## src/rtl/rv_pkg.sv

```systemverilog
// rtl/rv_pkg.sv - shared widths, NOP encoding and fetch FSM states
package rv_pkg;

  localparam int XLEN   = 64;
  localparam int INST_W = 32;

  localparam logic [INST_W-1:0] NOP = 32'h0000_0013;

  typedef enum logic [1:0] {
    ST_IDLE  = 2'd0,
    ST_RUN   = 2'd1,
    ST_END   = 2'd2,
    ST_FAULT = 2'd3
  } fetch_state_e;

endpackage

```

## src/rtl/fetch_fifo.sv

```systemverilog
// rtl/fetch_fifo.sv - synchronous prefetch FIFO with flush
module fetch_fifo #(
  parameter int DEPTH = 2,
  parameter int DW    = 96
) (
  input  logic          clk,
  input  logic          reset,
  input  logic          flush,
  input  logic          push,
  input  logic [DW-1:0] push_data,
  input  logic          pop,
  output logic [DW-1:0] head_data,
  output logic          full,
  output logic          empty
);

  localparam int PW = $clog2(DEPTH);
  localparam int CW = PW + 1;

  logic [DW-1:0] mem [DEPTH];
  logic [PW-1:0] wr_ptr;
  logic [PW-1:0] rd_ptr;
  logic [CW-1:0] count;

  assign head_data = mem[rd_ptr];
  assign full      = (count == CW'(DEPTH));
  assign empty     = (count == '0);

  // Pointer and occupancy tracking; flush discards everything at once.
  always_ff @(posedge clk) begin
    if (reset || flush) begin
      wr_ptr <= '0;
      rd_ptr <= '0;
      count  <= '0;
    end else begin
      if (push) wr_ptr <= wr_ptr + PW'(1);
      if (pop)  rd_ptr <= rd_ptr + PW'(1);
      case ({push, pop})
        2'b10:   count <= count + CW'(1);
        2'b01:   count <= count - CW'(1);
        default: count <= count;
      endcase
    end
  end

  // Entry storage; contents need no reset because occupancy gates visibility.
  always_ff @(posedge clk) begin
    if (push && !flush && !reset) mem[wr_ptr] <= push_data;
  end

endmodule

```

## src/rtl/imem_fetch_ctrl.sv

```systemverilog
// rtl/imem_fetch_ctrl.sv - fetch sequencer between PC and instruction memory
module imem_fetch_ctrl
  import rv_pkg::*;
#(
  parameter int                ADDR_W     = XLEN,
  parameter logic [ADDR_W-1:0] RESET_PC   = '0,
  parameter int                MEM_BYTES  = 80,
  parameter int                FIFO_DEPTH = 2
) (
  input  logic              clk,
  input  logic              reset,
  output logic [ADDR_W-1:0] inst_addr,
  input  logic [INST_W-1:0] inst_data,
  input  logic              redirect_valid,
  input  logic [ADDR_W-1:0] redirect_pc,
  output logic              if_valid,
  input  logic              if_ready,
  output logic [INST_W-1:0] if_inst,
  output logic [ADDR_W-1:0] if_pc,
  output logic              fetch_end,
  output logic              misalign_err
);

  localparam int DW = ADDR_W + INST_W;

  fetch_state_e      state, state_next;
  logic [ADDR_W-1:0] fetch_pc, pc_next;
  logic              err_set;
  logic              push, pop, flush;
  logic              fifo_full, fifo_empty;
  logic [DW-1:0]     head_data;
  logic [ADDR_W:0]   pc_plus3;
  logic              in_range;
  logic              misaligned;

  // One extra bit so a PC near the top of the address space cannot wrap into range.
  assign pc_plus3   = {1'b0, fetch_pc} + (ADDR_W+1)'(3);
  assign in_range   = (pc_plus3 < (ADDR_W+1)'(MEM_BYTES));
  assign misaligned = (redirect_pc[1:0] != 2'b00);

  assign inst_addr    = fetch_pc;
  assign if_valid     = !fifo_empty && !redirect_valid && (state != ST_FAULT);
  assign pop          = if_valid && if_ready;
  assign if_pc        = head_data[DW-1:INST_W];
  assign if_inst      = if_valid ? head_data[INST_W-1:0] : NOP;
  assign fetch_end    = (state == ST_END);

  fetch_fifo #(
    .DEPTH (FIFO_DEPTH),
    .DW    (DW)
  ) u_fifo (
    .clk       (clk),
    .reset     (reset),
    .flush     (flush),
    .push      (push),
    .push_data ({fetch_pc, inst_data}),
    .pop       (pop),
    .head_data (head_data),
    .full      (fifo_full),
    .empty     (fifo_empty)
  );

  // State, fetch PC and sticky error registers.
  always_ff @(posedge clk) begin
    if (reset) begin
      state        <= ST_IDLE;
      fetch_pc     <= RESET_PC;
      misalign_err <= 1'b0;
    end else begin
      state    <= state_next;
      fetch_pc <= pc_next;
      if (err_set) misalign_err <= 1'b1;
    end
  end

  // Next state and fetch decision; a redirect outranks any fetch in that cycle.
  always_comb begin
    state_next = state;
    pc_next    = fetch_pc;
    push       = 1'b0;
    flush      = 1'b0;
    err_set    = 1'b0;
    if (state == ST_FAULT) begin
      flush = 1'b1;
    end else if (redirect_valid) begin
      flush = 1'b1;
      if (misaligned) begin
        err_set    = 1'b1;
        state_next = ST_FAULT;
      end else begin
        pc_next    = redirect_pc;
        state_next = ST_RUN;
      end
    end else begin
      case (state)
        ST_IDLE: state_next = ST_RUN;
        ST_RUN: begin
          if (!in_range) begin
            state_next = ST_END;
          end else if (!fifo_full || pop) begin
            push    = 1'b1;
            pc_next = fetch_pc + ADDR_W'(4);
          end
        end
        default: state_next = state;
      endcase
    end
  end

endmodule

```

## config.mk

```make
export PLATFORM = sky130hd
export DESIGN_NAME = imem_fetch_ctrl
export DESIGN_NICKNAME = d
export VERILOG_FILES = /design/src/rtl/rv_pkg.sv /design/src/rtl/fetch_fifo.sv /design/src/rtl/imem_fetch_ctrl.sv
export SDC_FILE = /design/constraint.sdc
export NUM_CORES = 1
export LEC_CHECK = 0
export CAP_MARGIN = 20
export CORE_ASPECT_RATIO = 0.75
export CORE_UTILIZATION = 52
export DETAILED_ROUTE_END_ITERATION = 8
export PLACE_DENSITY_LB_ADDON = 0.05
export SLEW_MARGIN = 20
export SYNTH_ARGS = -nofsm -noshare
export SYNTH_HDL_FRONTEND = slang
export SYNTH_HIERARCHICAL = 1
export SYNTH_SLANG_ARGS = --single-unit
```

## constraint.sdc

```tcl
create_clock -name clk -period 15.3 [get_ports clk]
set_input_delay 3.06 -clock clk [delete_from_list [all_inputs] [get_ports clk]]
set_output_delay 3.06 -clock clk [all_outputs]
set_load 0.05 [all_outputs]
```

After elaboration in Yosys (flattened, before gate mapping)
Memory sizes are Yosys's and may differ from the RTL's. A register that Yosys moved wholly into a read port is not among the register bits.
Index checks and enable logic that the tools add are counted.

word-level totals
  register bits = 71
  memory bits (writable) = 192
  input port bits = 100
  output and inout bits = 163
  logic and storage cells = 71
  memories kept = 1

memories
  name        words  width  rd ports  clocked after memory_dff  write ports  line              source
  u_fifo.mem  2      96     1         1                         1            fetch_fifo.sv:20  logic [DW-1:0] mem [DEPTH];

operators by class
  add/sub/neg operators = 6
  order comparisons = 1
  eq/ne operators = 9
  multiplexer cells = 25
  bitwise logic cells = 1
  reduce and logical (&&, ||, !) cells = 22

operator list
  operator                                                      number
  two-way mux 64 bit                                            5
  adder 64 x 2 -> 65 bit (second input constant)                1
  less-than comparator 65 x 7 -> 1 bit (second input constant)  1
  adder 64 x 3 -> 64 bit (second input constant)                1
  two-way mux 32 bit                                            1
  two-way mux 1 bit                                             14
  nonzero test 2 bit                                            5
  equality test 2 bit (second input constant)                   4
  case mux 2 bit (2 select lines)                               2
  two-way mux 2 bit                                             3
  logical AND 1 bit                                             5
  zero test 1 bit                                               5
  AND reduction 5 bit                                           1
  equality test 2 x 1 -> 1 bit (second input constant)          2
  zero test 2 bit                                               2
  != test 2 bit (second input constant)                         2
  != test 3 bit (second input constant)                         1
  AND reduction 3 bit                                           1
  nonzero test 3 bit                                            1
  adder 1 bit (second input constant)                           2
  adder 2 x 1 -> 2 bit (second input constant)                  1
  logical OR 1 bit                                              2
  subtractor 2 x 1 -> 2 bit (second input constant)             1
  NOT 1 bit                                                     1

Logic depth before layout (Yosys ltp)
  word-level depth = 15
  depth in mapped cells = 16
  depth with buffers taken out = 15

Hierarchy
The synthesis kept the hierarchy.

modules (own cells, without submodules)
  module           instances  cells each  area an instance (um^2)  sequential area each (um^2)
  fetch_fifo       1          322         7151.9                   5865.6
  imem_fetch_ctrl  1          736         5398.9                   1341.3

Least setup slack after synthesis
No wires, ideal clock.

  path type = input port to flip-flop
  start = input port redirect_valid
  end = memory u_fifo.mem[0][0] (enable)
  library setup time = 0.787 ns
  data arrival time = 13.091 ns
  data required time = 14.513 ns
  path slack = 1.422 ns
  stages on the path = 8
  path buffers = 0
  cell sequence = inv_1 nand2_1 nor2_1 nand2_1 nand2_1 and3b_1 inv_1 nor4_1

between the ends
  elaborated cells on any way between the ends = 17
  those cells by class = mux (9); reduce/logical (8)

RTL lines
  item                                     line                   source
  from (decl)                              imem_fetch_ctrl.sv:14  input logic redirect_valid,
  two-way mux 1 bit                        imem_fetch_ctrl.sv:85  end else if (redirect_valid) begin
  two-way mux 1 bit                        imem_fetch_ctrl.sv:83  if (state == ST_FAULT) begin
  named net flush                          imem_fetch_ctrl.sv:29  logic push, pop, flush;
  zero test 1 bit                          fetch_fifo.sv:48       if (push && !flush && !reset) mem[wr_ptr] <= push_data;
  logical AND 1 bit (2 in series)          fetch_fifo.sv:48
  two-way mux 1 bit                        fetch_fifo.sv:48
  two-way mux 1 bit (implied by the code)  fetch_fifo.sv:48
  to (decl)                                fetch_fifo.sv:20

The timed path passes the listed nets, and every way through them passes these cells.

Worst setup path in the final report
  start = input port redirect_valid
  end = output port if_inst[12]

between the ends
  word-level cells in the longest chain between the ends = 4

RTL lines
  item                             line                   source
  zero test 1 bit                  imem_fetch_ctrl.sv:42  assign if_valid = !fifo_empty && !redirect_valid && (state != ST_FAULT);
  logical AND 1 bit (2 in series)  imem_fetch_ctrl.sv:42
  two-way mux 32 bit               imem_fetch_ctrl.sv:45  assign if_inst = if_valid ? head_data[INST_W-1:0] : NOP;
  to (decl)                        imem_fetch_ctrl.sv:18  output logic [INST_W-1:0] if_inst,

Every way passes these cells.

==> flow_summary.yaml <==
finish:
  drive_above_1_share_pct: 12.2
  n_fill_cell: 1763
  seqCellArea_sq_um: 7210
  layout.cells.non_filler: 1599
  multi_input_area_sq_um: 4950
  utilization_pct: 69.2
  n_antenna_cell: 0
  areaGrowthSynthToFinish_pct: 28.8
  nNetsFinal: 1381
logic_synthesis:
  synth_warnings: 6
  syn_inst: 1058
  ys.flop_type: "edfxtp_1"
  synth_edf_count: 192
  synth_area_leaders: "edfxtp_1 46%, dfxtp_1 11%, mux2_2 8.1%"
  synth_area_sq_um: 12600
  synth_cell_type_count: 61
  syn_nets: 1160
  synth_seq_cells: 264
  avgSynthCellArea_sq_um: 11.9
  async_flop_share_pct: 0
  synth_top_cell_by_area: "edfxtp_1"
  seq_area_frac_synth_pct: 57.4
  synth_top_area_share_pct: 45.9
sta:
  timing_max_transition_violations_final: 0
  fin_skew_ns: 0.0130
  final.period_utilization_pct: 57.8
  hold_violations: 0
  max_slew_margin_pct: 34.8
  setup_tns_ns: 0
  max_clock_freq_mhz: 113
  rsz0062_at_grt: "no"
  setup_violations: 0
  tightest_slew_ns: 0.970
  worst_slack_ns: 6.45
  fin_crit_ns: 8.85
clock_network:
  cts_resized: 0
  hold_buffers: 0
  h-tree-depth: 1
  cts_tree: "yes"
  clockRootBuffer: "clkbuf_16"
  insertion_delay_ns: 0.53
  post_cts_buffers: 0
  cts_buffers: 26
  cts_max_path_buffers: 3
  cts.sink_count: 264
  clk_pin_slew_ns: 0.06
global_route:
  grt_pass1_wl_mm: 53.3
  grt_max_degree: 77
  antenna_found_initial: 0
  grt_pass1_vias: 8977
  grt_usage_pct: 28.1
  overflow: 0
power_and_ir_drop:
  max-vdd-ir-drop_mv: 0.0921
  power_density_nw_per_um2: 101
  p_leak_nw: 5.51
  power.switching_uw: 383
  p_sw_share_pct: 23.4
  power.internal_mw: 1.25
  comb_power_share_pct: 9.3
  clkPwrFrac_pct: 41.0
  power_frac_seq_pct: 49.7
detailed_routing:
  dr.pass1.iters: 8
  initialDrtViolationCount: 997
  drcViolationCount: 0
  ant_nets: 0
  wl_per_cell_um: 22.3
  vias_per_cell: 6.17
  wl_mm: 35.7
  vias: 9862
flow_run:
  drv_cap: 0
status:
  status: "finished clean"
min_path:
  min_path_type: "reg -> reg"
die:
  dieHeight_um: 137
  initial_core_util_pct: 53.7
  ioPinCount: 263
  placementRows: 48
  coreArea_sq_um: 23400
  die_area_sq_um: 24800
  die_w_um: 181
worst_setup_path:
  crit_arrival_ns: 5.79
  slowest_stage: "clkdlybuf4s50_1"
  end_kind: "primary output"
  r2r_start: "inst_addr[27]"
  endpoint: "if_inst[12]"
  crit_start: "redirect_valid"
  reg2reg_to: "u_fifo/mem[1][54]"
  start_kind: "input pin"
  cp_slowest_stage_delay_ns: 0.82
  crit_required_ns: 12.24
  crit_fanout: 76
  worstPathCellList: "buf_2, buf_4, inv_1, nand2_1, nor2_4, and2_1, clkdlybuf4s50_1"
  reg2reg_slack_ns: 9.22
  rr_worst_depth: 11
  worstSetupPathType: "in -> out"
placed_design:
  dp_slack_ns: 6.17
  place_inst: 1551
  place.gp.congestion: 1.01
  post-dp-hpwl_mm: 25.1
  portBuffers: 262
-- power by group through the flow --
stage               registers [mW]  clock network, mW  logic, mW
floorplan                    0.838                  0     0.0681
global placement             0.824                  0      0.148
detailed placement           0.825                  0      0.150
CTS                          0.810              0.681      0.151
global route                 0.813              0.705      0.161
finish                       0.811              0.670      0.152
-- flip-flops by register name (all words and copies together) (netlist names), named ones only --
| name | cells |
|---|---|
| inst_addr | 64 |
| misalign_err | 1 |
| state | 2 |
| u_fifo/count | 2 |
| u_fifo/mem | 192 |
| u_fifo/rd_ptr | 1 |
| u_fifo/wr_ptr | 1 |
-- worst min path at each step --
stage	startpoint	endpoint	cells after the start
floorplan	u_fifo/count[1]	u_fifo/count[1]	2
global placement	misalign_err	misalign_err	2
detailed placement	u_fifo/count[1]	u_fifo/count[1]	2
CTS	u_fifo/count[1]	u_fifo/count[1]	2
global route	u_fifo/count[1]	u_fifo/count[1]	2
finish	misalign_err	misalign_err	2
-- layer usage --
layer / vias up / wire length [um] / global-route usage [%]
met2: 511 / 15100 / 41.0
li1: 4526 / - / -
met5: - / 0 / 0
met4: 0 / 675 / 6.97
met3: 60 / 3600 / 5.91
met1: 4765 / 16300 / 42.4
-- kinds of logic (layout without fill, tap and decap cells) --
| group | Yosys count | in the layout | synth area share, % |
|---|---|---|---|
| AO/OA/AOI/OAI | 181 | 181 | 10.9 |
| buffers and inverters | 87 | 328 | 3.36 |
| XOR/XNOR | 29 | 29 | 2.02 |
| flip-flops | 264 | 264 | 57.4 |
| AND/OR/NAND/NOR | 394 | 394 | 17.1 |
| adder cells (fa/ha/maj) | 2 | 2 | 0.199 |
| multiplexers | 101 | 101 | 9.01 |
-- final cells by class --
| class | count | area share [%] |
|---|---|---|
| flip-flops and latches | 264 | 44.6 |
| multi-input cells | 707 | 30.6 |
| repair buffers | 271 | 16.6 |
| clock buffers | 40 | 4.91 |
| well taps | 300 | 2.32 |
| clock inverters | 8 | 0.712 |
| inverters | 9 | 0.209 |
-- metrics by stage --
step | cell area (sq um) | hold slack [ns] | total power [mW]
after floorplan | 12600 | 0.466 | 0.906
after global placement | 15200 | 0.463 | 0.973
after detailed placement | 15200 | 0.500 | 0.975
after CTS | 16200 | 0.516 | 1.64
after global routing | 16200 | 0.557 | 1.68
final | 16200 | 0.509 | 1.63
-- worst max-delay path, delay by kind of cell --
kind | cells | cell delay [ns]
simple gates | 3 | 1.11
buf+inv | 4 | 1.58
-- cells in the final DEF, fill, tap and decap left out, types with 7 or more instances in the layout --
| cell | Yosys | routed |
|---|---|---|
| nor3_1 | 23 | 23 |
| o21ai_0 | 30 | 30 |
| or4_1 | 11 | 11 |
| clkdlybuf4s50_1 | 0 | 261 |
| a21oi_1 | 13 | 13 |
| a22o_1 | 62 | 62 |
| o31ai_1 | 24 | 24 |
| edfxtp_1 | 192 | 192 |
| mux2_2 | 90 | 90 |
| clkbuf_8 | 0 | 7 |
| xor2_1 | 14 | 14 |
| nor4_1 | 29 | 28 |
| and4_1 | 16 | 16 |
| nand4_1 | 44 | 44 |
| inv_1 | 9 | 9 |
| or3_1 | 9 | 9 |
| clkbuf_16 | 0 | 27 |
| nor2_1 | 45 | 43 |
| buf_4 | 0 | 9 |
| nand2_1 | 110 | 110 |
| and2_1 | 35 | 35 |
| nand3_1 | 33 | 33 |
| xnor2_1 | 15 | 15 |
| dfxtp_1 | 72 | 71 |
| a21o_1 | 9 | 9 |
-- Yosys cell counts (4+ instances only) --
cell / instances
a21o_1: 9
a21oi_1: 13
a22o_1: 62
a22oi_1: 4
and2_1: 35
and3_1: 7
and4_1: 16
buf_2: 22
buf_6: 9
clkbuf_1: 46
dfxtp_1: 72
edfxtp_1: 192
inv_1: 9
mux2_1: 6
mux2_2: 90
mux2i_1: 5
nand2_1: 110
nand2b_1: 5
nand3_1: 33
nand4_1: 44
nand4b_1: 5
nor2_1: 45
nor3_1: 23
nor4_1: 29
o2111ai_1: 4
o211ai_1: 6
o21ai_0: 30
o31ai_1: 24
o41ai_1: 6
or2_2: 4
or3_1: 9
or4_1: 11
xnor2_1: 15
xor2_1: 14
(Power assumes the default switching activity.)
